**src/rtl/ex_stage_pkg.sv**
```systemverilog
// Shared execute-stage definitions.
// Opcodes, load/store codes, stall bit positions.
package ex_stage_pkg;

  localparam int XLEN = 32;

  localparam logic [5:0] EXE_NOP_OP   = 6'd0;
  localparam logic [5:0] EXE_ADD_OP   = 6'd1;
  localparam logic [5:0] EXE_ADDU_OP  = 6'd2;
  localparam logic [5:0] EXE_SUB_OP   = 6'd3;
  localparam logic [5:0] EXE_SUBU_OP  = 6'd4;
  localparam logic [5:0] EXE_AND_OP   = 6'd5;
  localparam logic [5:0] EXE_OR_OP    = 6'd6;
  localparam logic [5:0] EXE_XOR_OP   = 6'd7;
  localparam logic [5:0] EXE_NOR_OP   = 6'd8;
  localparam logic [5:0] EXE_SLL_OP   = 6'd9;
  localparam logic [5:0] EXE_SRL_OP   = 6'd10;
  localparam logic [5:0] EXE_SRA_OP   = 6'd11;
  localparam logic [5:0] EXE_SLT_OP   = 6'd12;
  localparam logic [5:0] EXE_SLTU_OP  = 6'd13;
  localparam logic [5:0] EXE_LUI_OP   = 6'd14;
  localparam logic [5:0] EXE_MTHI_OP  = 6'd15;
  localparam logic [5:0] EXE_MTLO_OP  = 6'd16;
  localparam logic [5:0] EXE_MFHI_OP  = 6'd17;
  localparam logic [5:0] EXE_MFLO_OP  = 6'd18;
  localparam logic [5:0] EXE_MULT_OP  = 6'd19;
  localparam logic [5:0] EXE_MULTU_OP = 6'd20;
  localparam logic [5:0] EXE_DIV_OP   = 6'd21;
  localparam logic [5:0] EXE_DIVU_OP  = 6'd22;

  localparam logic [3:0] LS_NONE = 4'd0;
  localparam logic [3:0] LS_LB   = 4'd1;
  localparam logic [3:0] LS_LBU  = 4'd2;
  localparam logic [3:0] LS_LH   = 4'd3;
  localparam logic [3:0] LS_LHU  = 4'd4;
  localparam logic [3:0] LS_LW   = 4'd5;
  localparam logic [3:0] LS_SB   = 4'd6;
  localparam logic [3:0] LS_SH   = 4'd7;
  localparam logic [3:0] LS_SW   = 4'd8;

  localparam int STALL_PC     = 0;
  localparam int STALL_IF_ID  = 1;
  localparam int STALL_ID_EX  = 2;
  localparam int STALL_EX_MEM = 3;
  localparam int STALL_MEM_WB = 4;
  localparam int STALL_WB     = 5;

  function automatic logic [31:0] sext16(
    input logic [15:0] v
  );
    return {{16{v[15]}}, v};
  endfunction

endpackage

```
**src/rtl/ex_stage_div_unit.sv**
```systemverilog
// Radix-2 restoring divider for DIV/DIVU.
// Magnitudes are divided; signs fixed on output.
module div_unit
  import ex_stage_pkg::*;
#(
  parameter int DIV_CYCLES = 32
) (
  input  logic        clk,
  input  logic        rst_n,
  input  logic        start_i,
  input  logic        signed_i,
  input  logic [31:0] a_i,
  input  logic [31:0] b_i,
  input  logic        release_i,
  output logic        busy_o,
  output logic        done_o,
  output logic [31:0] quot_o,
  output logic [31:0] rem_o
);

  localparam int CW =
    (DIV_CYCLES > 1) ? $clog2(DIV_CYCLES) : 1;
  localparam logic [CW-1:0] LAST =
    CW'(DIV_CYCLES - 1);

  typedef enum logic [1:0] {
    DIV_IDLE,
    DIV_BUSY,
    DIV_DONE
  } div_state_e;

  div_state_e    state_q, state_d;
  logic [CW-1:0] cnt_q, cnt_d;
  logic [31:0]   quot_q, quot_d;
  logic [31:0]   rem_q, rem_d;
  logic [31:0]   dvsr_q, dvsr_d;
  logic          negq_q, negq_d;
  logic          negr_q, negr_d;
  logic [32:0]   shifted;
  logic [32:0]   diff;

  // state register and datapath registers
  always_ff @(posedge clk or negedge rst_n) begin
    if (!rst_n) begin
      state_q <= DIV_IDLE;
      cnt_q   <= '0;
      quot_q  <= '0;
      rem_q   <= '0;
      dvsr_q  <= '0;
      negq_q  <= 1'b0;
      negr_q  <= 1'b0;
    end else begin
      state_q <= state_d;
      cnt_q   <= cnt_d;
      quot_q  <= quot_d;
      rem_q   <= rem_d;
      dvsr_q  <= dvsr_d;
      negq_q  <= negq_d;
      negr_q  <= negr_d;
    end
  end

  // next state: operand load, shift-subtract, release
  always_comb begin
    state_d = state_q;
    cnt_d   = cnt_q;
    quot_d  = quot_q;
    rem_d   = rem_q;
    dvsr_d  = dvsr_q;
    negq_d  = negq_q;
    negr_d  = negr_q;
    shifted = {rem_q, quot_q[31]};
    diff    = shifted - {1'b0, dvsr_q};
    unique case (state_q)
      DIV_IDLE: begin
        if (start_i) begin
          cnt_d = '0;
          if (b_i == '0) begin
            quot_d  = '1;
            rem_d   = a_i;
            dvsr_d  = '0;
            negq_d  = 1'b0;
            negr_d  = 1'b0;
            state_d = DIV_DONE;
          end else begin
            quot_d  = (signed_i && a_i[31])
                      ? -a_i : a_i;
            dvsr_d  = (signed_i && b_i[31])
                      ? -b_i : b_i;
            rem_d   = '0;
            negq_d  = signed_i
                      && (a_i[31] ^ b_i[31]);
            negr_d  = signed_i && a_i[31];
            state_d = DIV_BUSY;
          end
        end
      end
      DIV_BUSY: begin
        if (!diff[32]) begin
          rem_d  = diff[31:0];
          quot_d = {quot_q[30:0], 1'b1};
        end else begin
          rem_d  = shifted[31:0];
          quot_d = {quot_q[30:0], 1'b0};
        end
        cnt_d = cnt_q + 1'b1;
        if (cnt_q == LAST) state_d = DIV_DONE;
      end
      DIV_DONE: begin
        if (release_i) state_d = DIV_IDLE;
      end
      default: state_d = DIV_IDLE;
    endcase
  end

  assign busy_o = (state_q == DIV_BUSY)
               || (state_q == DIV_IDLE && start_i);
  assign done_o = (state_q == DIV_DONE);
  assign quot_o = negq_q ? -quot_q : quot_q;
  assign rem_o  = negr_q ? -rem_q : rem_q;

endmodule

```
**src/rtl/ex_stage.sv**
```systemverilog
// Execute stage: ALU, address gen, HI/LO.
// Divides run in div_unit and stall the front.
module ex_stage
  import ex_stage_pkg::*;
#(
  parameter int DIV_CYCLES = 32
) (
  input  logic        clk,
  input  logic        rst_n,
  input  logic [5:0]  ex_aluop,
  input  logic [31:0] ex_reg1,
  input  logic [31:0] ex_reg2,
  input  logic [4:0]  ex_wd,
  input  logic        ex_wreg,
  input  logic [31:0] ex_inst,
  input  logic [3:0]  ex_lsop,
  input  logic [5:0]  stall,
  output logic [4:0]  wd_o,
  output logic        wreg_o,
  output logic [31:0] wdata_o,
  output logic [3:0]  lsop_o,
  output logic [31:0] mem_addr_o,
  output logic [31:0] store_data_o,
  output logic        stallreq_o
);

  logic [31:0] hi_q, hi_d;
  logic [31:0] lo_q, lo_d;
  logic [31:0] alu_res;

  logic               mul_sgn;
  logic signed [32:0] mul_a, mul_b;
  logic signed [65:0] mul_p;

  logic        is_div;
  logic        div_busy;
  logic        div_done;
  logic [31:0] div_q, div_r;
  logic        unused_bits;

  assign mul_sgn = (ex_aluop == EXE_MULT_OP);
  assign mul_a   = {mul_sgn & ex_reg1[31], ex_reg1};
  assign mul_b   = {mul_sgn & ex_reg2[31], ex_reg2};
  assign mul_p   = 66'(mul_a) * 66'(mul_b);

  assign is_div = (ex_aluop == EXE_DIV_OP)
               || (ex_aluop == EXE_DIVU_OP);

  div_unit #(
    .DIV_CYCLES(DIV_CYCLES)
  ) u_div (
    .clk      (clk),
    .rst_n    (rst_n),
    .start_i  (is_div),
    .signed_i (ex_aluop == EXE_DIV_OP),
    .a_i      (ex_reg1),
    .b_i      (ex_reg2),
    .release_i(!stall[STALL_ID_EX]),
    .busy_o   (div_busy),
    .done_o   (div_done),
    .quot_o   (div_q),
    .rem_o    (div_r)
  );

  // single-cycle ALU and HI/LO reads
  always_comb begin
    alu_res = '0;
    unique case (1'b1)
      (ex_aluop == EXE_ADD_OP),
      (ex_aluop == EXE_ADDU_OP):
        alu_res = ex_reg1 + ex_reg2;
      (ex_aluop == EXE_SUB_OP),
      (ex_aluop == EXE_SUBU_OP):
        alu_res = ex_reg1 - ex_reg2;
      (ex_aluop == EXE_AND_OP):
        alu_res = ex_reg1 & ex_reg2;
      (ex_aluop == EXE_OR_OP):
        alu_res = ex_reg1 | ex_reg2;
      (ex_aluop == EXE_XOR_OP):
        alu_res = ex_reg1 ^ ex_reg2;
      (ex_aluop == EXE_NOR_OP):
        alu_res = ~(ex_reg1 | ex_reg2);
      (ex_aluop == EXE_SLL_OP):
        alu_res = ex_reg2 << ex_reg1[4:0];
      (ex_aluop == EXE_SRL_OP):
        alu_res = ex_reg2 >> ex_reg1[4:0];
      (ex_aluop == EXE_SRA_OP):
        alu_res = $signed(ex_reg2)
                  >>> ex_reg1[4:0];
      (ex_aluop == EXE_SLT_OP):
        alu_res = {31'b0, $signed(ex_reg1)
                          < $signed(ex_reg2)};
      (ex_aluop == EXE_SLTU_OP):
        alu_res = {31'b0, ex_reg1 < ex_reg2};
      (ex_aluop == EXE_LUI_OP):
        alu_res = {ex_reg2[15:0], 16'h0000};
      (ex_aluop == EXE_MFHI_OP):
        alu_res = hi_q;
      (ex_aluop == EXE_MFLO_OP):
        alu_res = lo_q;
      default: alu_res = '0;
    endcase
  end

  // HI/LO write selection; divider result wins
  always_comb begin
    hi_d = hi_q;
    lo_d = lo_q;
    if (div_done) begin
      hi_d = div_r;
      lo_d = div_q;
    end else begin
      unique case (1'b1)
        (ex_aluop == EXE_MTHI_OP):
          hi_d = ex_reg1;
        (ex_aluop == EXE_MTLO_OP):
          lo_d = ex_reg1;
        (ex_aluop == EXE_MULT_OP),
        (ex_aluop == EXE_MULTU_OP): begin
          hi_d = mul_p[63:32];
          lo_d = mul_p[31:0];
        end
        default: ;
      endcase
    end
  end

  // HI/LO commit only while EX/MEM advances
  always_ff @(posedge clk or negedge rst_n) begin
    if (!rst_n) begin
      hi_q <= '0;
      lo_q <= '0;
    end else if (!stall[STALL_EX_MEM]) begin
      hi_q <= hi_d;
      lo_q <= lo_d;
    end
  end

  assign wd_o         = ex_wd;
  assign wreg_o       = ex_wreg
                     && (ex_aluop != EXE_NOP_OP);
  assign wdata_o      = alu_res;
  assign lsop_o       = ex_lsop;
  assign store_data_o = ex_reg2;
  assign mem_addr_o   = ex_reg1
                     + sext16(ex_inst[15:0]);
  assign stallreq_o   = div_busy && rst_n;

  assign unused_bits = ^{ex_inst[31:16],
                         stall[5:4], stall[1:0],
                         mul_p[65:64]};

endmodule

```
**config.mk**
```make
export PLATFORM = sky130hd
export DESIGN_NAME = ex_stage
export DESIGN_NICKNAME = d
export VERILOG_FILES = /design/src/rtl/ex_stage_pkg.sv /design/src/rtl/ex_stage_div_unit.sv /design/src/rtl/ex_stage.sv
export SDC_FILE = /design/constraint.sdc
export NUM_CORES = 2
export LEC_CHECK = 0
export ABC_AREA = 1
export CAP_MARGIN = 20
export CORE_MARGIN = 3
export CORE_UTILIZATION = 55
export CTS_BUF_LIST = sky130_fd_sc_hd__clkbuf_16
export DETAILED_ROUTE_END_ITERATION = 10
export GPL_TIMING_DRIVEN = 0
export HOLD_SLACK_MARGIN = 0.1
export PLACE_DENSITY = 0.82
export REMOVE_ABC_BUFFERS = 1
export SLEW_MARGIN = 5
export SYNTH_ARGS = -nofsm -noshare
export SYNTH_HDL_FRONTEND = slang
export SYNTH_SLANG_ARGS = --single-unit
```
**constraint.sdc**
```tcl
create_clock -name clk -period 12.9 [get_ports clk]
set_input_delay 3.225 -clock clk [delete_from_list [all_inputs] [get_ports clk]]
set_output_delay 3.225 -clock clk [all_outputs]
set_load 0.01 [all_outputs]
```
==> run metrics <==
outcome=finished, final reports clean; Top cell by count, worst path=fa_1; ys flop type=dfrtp_1; DRC Markers=0; CP Launch Type=input pin; routed wire length=276,000 um; Die H=348 um; drt via density=6.10; fmax=79.6 MHz; routability cong.=1.09; Ys Warns=0; Worst Min Path Start=u_div.dvsr_q[19]$_DFFE_PN0P_; Worst EP arrival=12.93 ns; Crit path largest cell delay=0.72 ns; worst r2r path cells=9; initial antenna violation count=19; placement-stage cell area=66,900 sq um; Clk pin slew, worst setup/hold paths=0.08 ns; worst skew pair latency=0.53 ns; CTS root buf=clkbuf_16; # IOs=227; Critical R2R Capture=hi_q[19]$_DFFE_PN0P_; Remaining Overflow, GRT=0; CP Capture Type=flip-flop; Die W=348 um; Synth Register Bits=169; reg-to-reg startpoint=u_div.state_q[1]$_DFFE_PN0P_; synthesized instance count=8,962; post-DP HPWL=225,000 um; cell area after synthesis=64,200 sq um; Mean Syn Cell Area=7.16 sq um; cell depth of the worst min-delay path=2; commonest non-fill, non-tap cell in the layout=nand2_1; final net count=10,390; clk sink count=169; CTS tree=done; Tcrit/Tclk final=0.974; Initial Utilization=0.558; global-route wire length before repair=409,000 um; asr flop ratio synth=1.00; Hold Fails Final Rpt=0; layout cell share with drive strength beyond 1=0.0392; worst slew pin tran=1.34 ns; fin area=67,500 sq um; max-cap violations=0; worst slack at placement=-0.806 ns; Netlist cell types=74; vias in the first global route=63,960; row count=124; CTS Buffer Depth=2; Seq/Total Area, Yosys=0.0659; Layout area overhead=5.17%; drt wl/cell=26.8 um; drt pass-1 iters=10; kind of critical path=input pin to flip-flop; Buffers on Ports=188; Max Slew Vio Count=0; Rel. slew slack=0.0953; Post-synth EDFFs=0; post-CTS setup buffer count=0; largest net degree at the start of global routing=98; Worst path slowest cell=fa_1; skew final=0.0180 ns; Vias=62,811; Core ar.=115,000 sq um; Total GRT Usage=0.459; final worst-path setup slack=0.334 ns; First DRT Iteration DRCs=8,105; Setup-failing EPs final=0; die area=121,000 sq um; RSZ-0062 raised after global routing=no; Req. time, crit path=13.26 ns; clock buffer count from CTS=17; top fanout value on the critical path=31; Detail Route Antenna Nets=0; Tightest Hold Check Type=flip-flop to flip-flop; htree depth=4; Tmin final=12.57 ns; destination of the worst hold path=u_div.dvsr_q[19]$_DFFE_PN0P_; commonest cells after routing, fill and taps aside=nand2_1, inv_1, fa_1; R2R setup slack=8.50 ns
## critical path: cells and delay by family
kind / cells / cell delay [ns]
adder cells (fa/ha/maj): 9 / 4.92
AND/OR/NAND/NOR: 10 / 2.31
buffers and inverters: 6 / 1.29
AO/OA/AOI/OAI: 3 / 1.14
## how the worst max path moves through the flow
| stage | start | to | slack (ns) | cells after the start |
|---|---|---|---|---|
| 6_report | ex_aluop[3] | hi_q[16]$_DFFE_PN0P_ | 0.33 | 28 |
| 5_1_grt | ex_aluop[3] | hi_q[7]$_DFFE_PN0P_ | 0.12 | 32 |
| 4_1_cts | ex_aluop[3] | hi_q[18]$_DFFE_PN0P_ | 0.34 | 28 |
| 3_5_place_dp | ex_aluop[3] | hi_q[4]$_DFFE_PN0P_ | -0.81 | 29 |
| 3_3_place_gp | ex_reg1[4] | wdata_o[15] | -3.20 | 15 |
| 2_1_floorplan | ex_aluop[4] | hi_q[21]$_DFFE_PN0P_ | 2.29 | 30 |
## cells by family (layout without fill, tap and decap cells)
family / after synthesis / count (layout) / synth area share
buffers and inverters: 2527 / 2342 / 0.156
adder cells (fa/ha/maj): 1506 / 1506 / 0.425
AO/OA/AOI/OAI: 1389 / 1389 / 0.125
AND/OR/NAND/NOR: 3211 / 3211 / 0.206
flip-flops: 169 / 169 / 0.0659
XOR/XNOR: 149 / 149 / 0.0203
multiplexers: 11 / 11 / 0.00171
other: 0 / 10 / 0
## area by class of cell
cell class / count / area (sq um)
multi-input combinational: 6266 / 50000
fill: 10563 / 47600
inverter: 2055 / 7730
sequential: 169 / 4230
timing repair buffer: 255 / 3020
tap: 1512 / 1890
clock buffer: 17 / 425
clock inverter: 15 / 165
antenna: 10 / 25.0
## state kept, by name (all words and copies together), names as in the netlist
register / flops
u_div.rem_q: 32
u_div.cnt_q: 5
u_div.state_q: 2
u_div.dvsr_q: 32
u_div.negq_q: 1
hi_q: 32
lo_q: 32
u_div.negr_q: 1
u_div.quot_q: 32
## synth_stat cells (13+ instances only)
| master | instances | share of area |
|---|---|---|
| ha_1 | 377 | 0.073 |
| inv_2 | 27 | 0.0016 |
| nand2_1 | 2133 | 0.12 |
| buf_1 | 102 | 0.0060 |
| dfrtp_1 | 169 | 0.066 |
| o21bai_1 | 28 | 0.0033 |
| o21ai_1 | 76 | 0.0059 |
| inv_1 | 2023 | 0.12 |
| nand3_1 | 276 | 0.022 |
| nor3_1 | 59 | 0.0046 |
| o2111ai_1 | 13 | 0.0018 |
| o21a_1 | 13 | 0.0015 |
| clkbuf_1 | 189 | 0.011 |
| xnor2_1 | 40 | 0.0055 |
| a31oi_1 | 32 | 0.0031 |
| or2_2 | 15 | 0.0015 |
| fa_1 | 1129 | 0.35 |
| o21ai_0 | 479 | 0.037 |
| xor2_1 | 109 | 0.015 |
| buf_2 | 100 | 0.0078 |
| a21o_1 | 27 | 0.0032 |
| nand4_1 | 78 | 0.0076 |
| buf_4 | 59 | 0.0069 |
| nor4_1 | 18 | 0.0018 |
| nor2_1 | 550 | 0.032 |
| a221oi_1 | 28 | 0.0038 |
| o221ai_1 | 25 | 0.0034 |
| a22oi_2 | 14 | 0.0027 |
| buf_6 | 16 | 0.0028 |
| o211ai_1 | 25 | 0.0029 |
| a22oi_1 | 19 | 0.0022 |
| o22ai_1 | 42 | 0.0041 |
| nor2_2 | 16 | 0.0016 |
| nand2_2 | 16 | 0.0016 |
| a21oi_2 | 28 | 0.0038 |
| a21oi_1 | 480 | 0.037 |
## routing by layer
metal	GRT usage	up-vias	share of wire
li1	-	26777	-
met1	0.587	30708	0.37
met2	0.689	4319	0.43
met3	0.134	993	0.13
met4	0.280	14	0.075
met5	0.00863	-	0.00095
## metrics by stage
stage / utilization / hold slack [ns] / std cells / TNS, ns
CTS: 0.586 / 0.491 / 10289 / 0
detailed placement: 0.581 / 0.471 / 10257 / -13.34
finish: 0.587 / 0.492 / 10299 / 0
global placement: 0.571 / 0.463 / 10190 / -175.41
global route: 0.586 / 0.517 / 10290 / 0
floorplan: - / 0.449 / 8490 / 0
## timing repair
item,CTS,global route
setup endpoints to repair,7,5
gates cloned,0,0
gates resized for setup,2,2
pin swaps,0,0
hold endpoints to repair,0,0
hold buffers,0,0
Power is left out: the tool's default activity adds up to more than one toggle a clock period on the data nets, which glitch-free logic cannot reach.
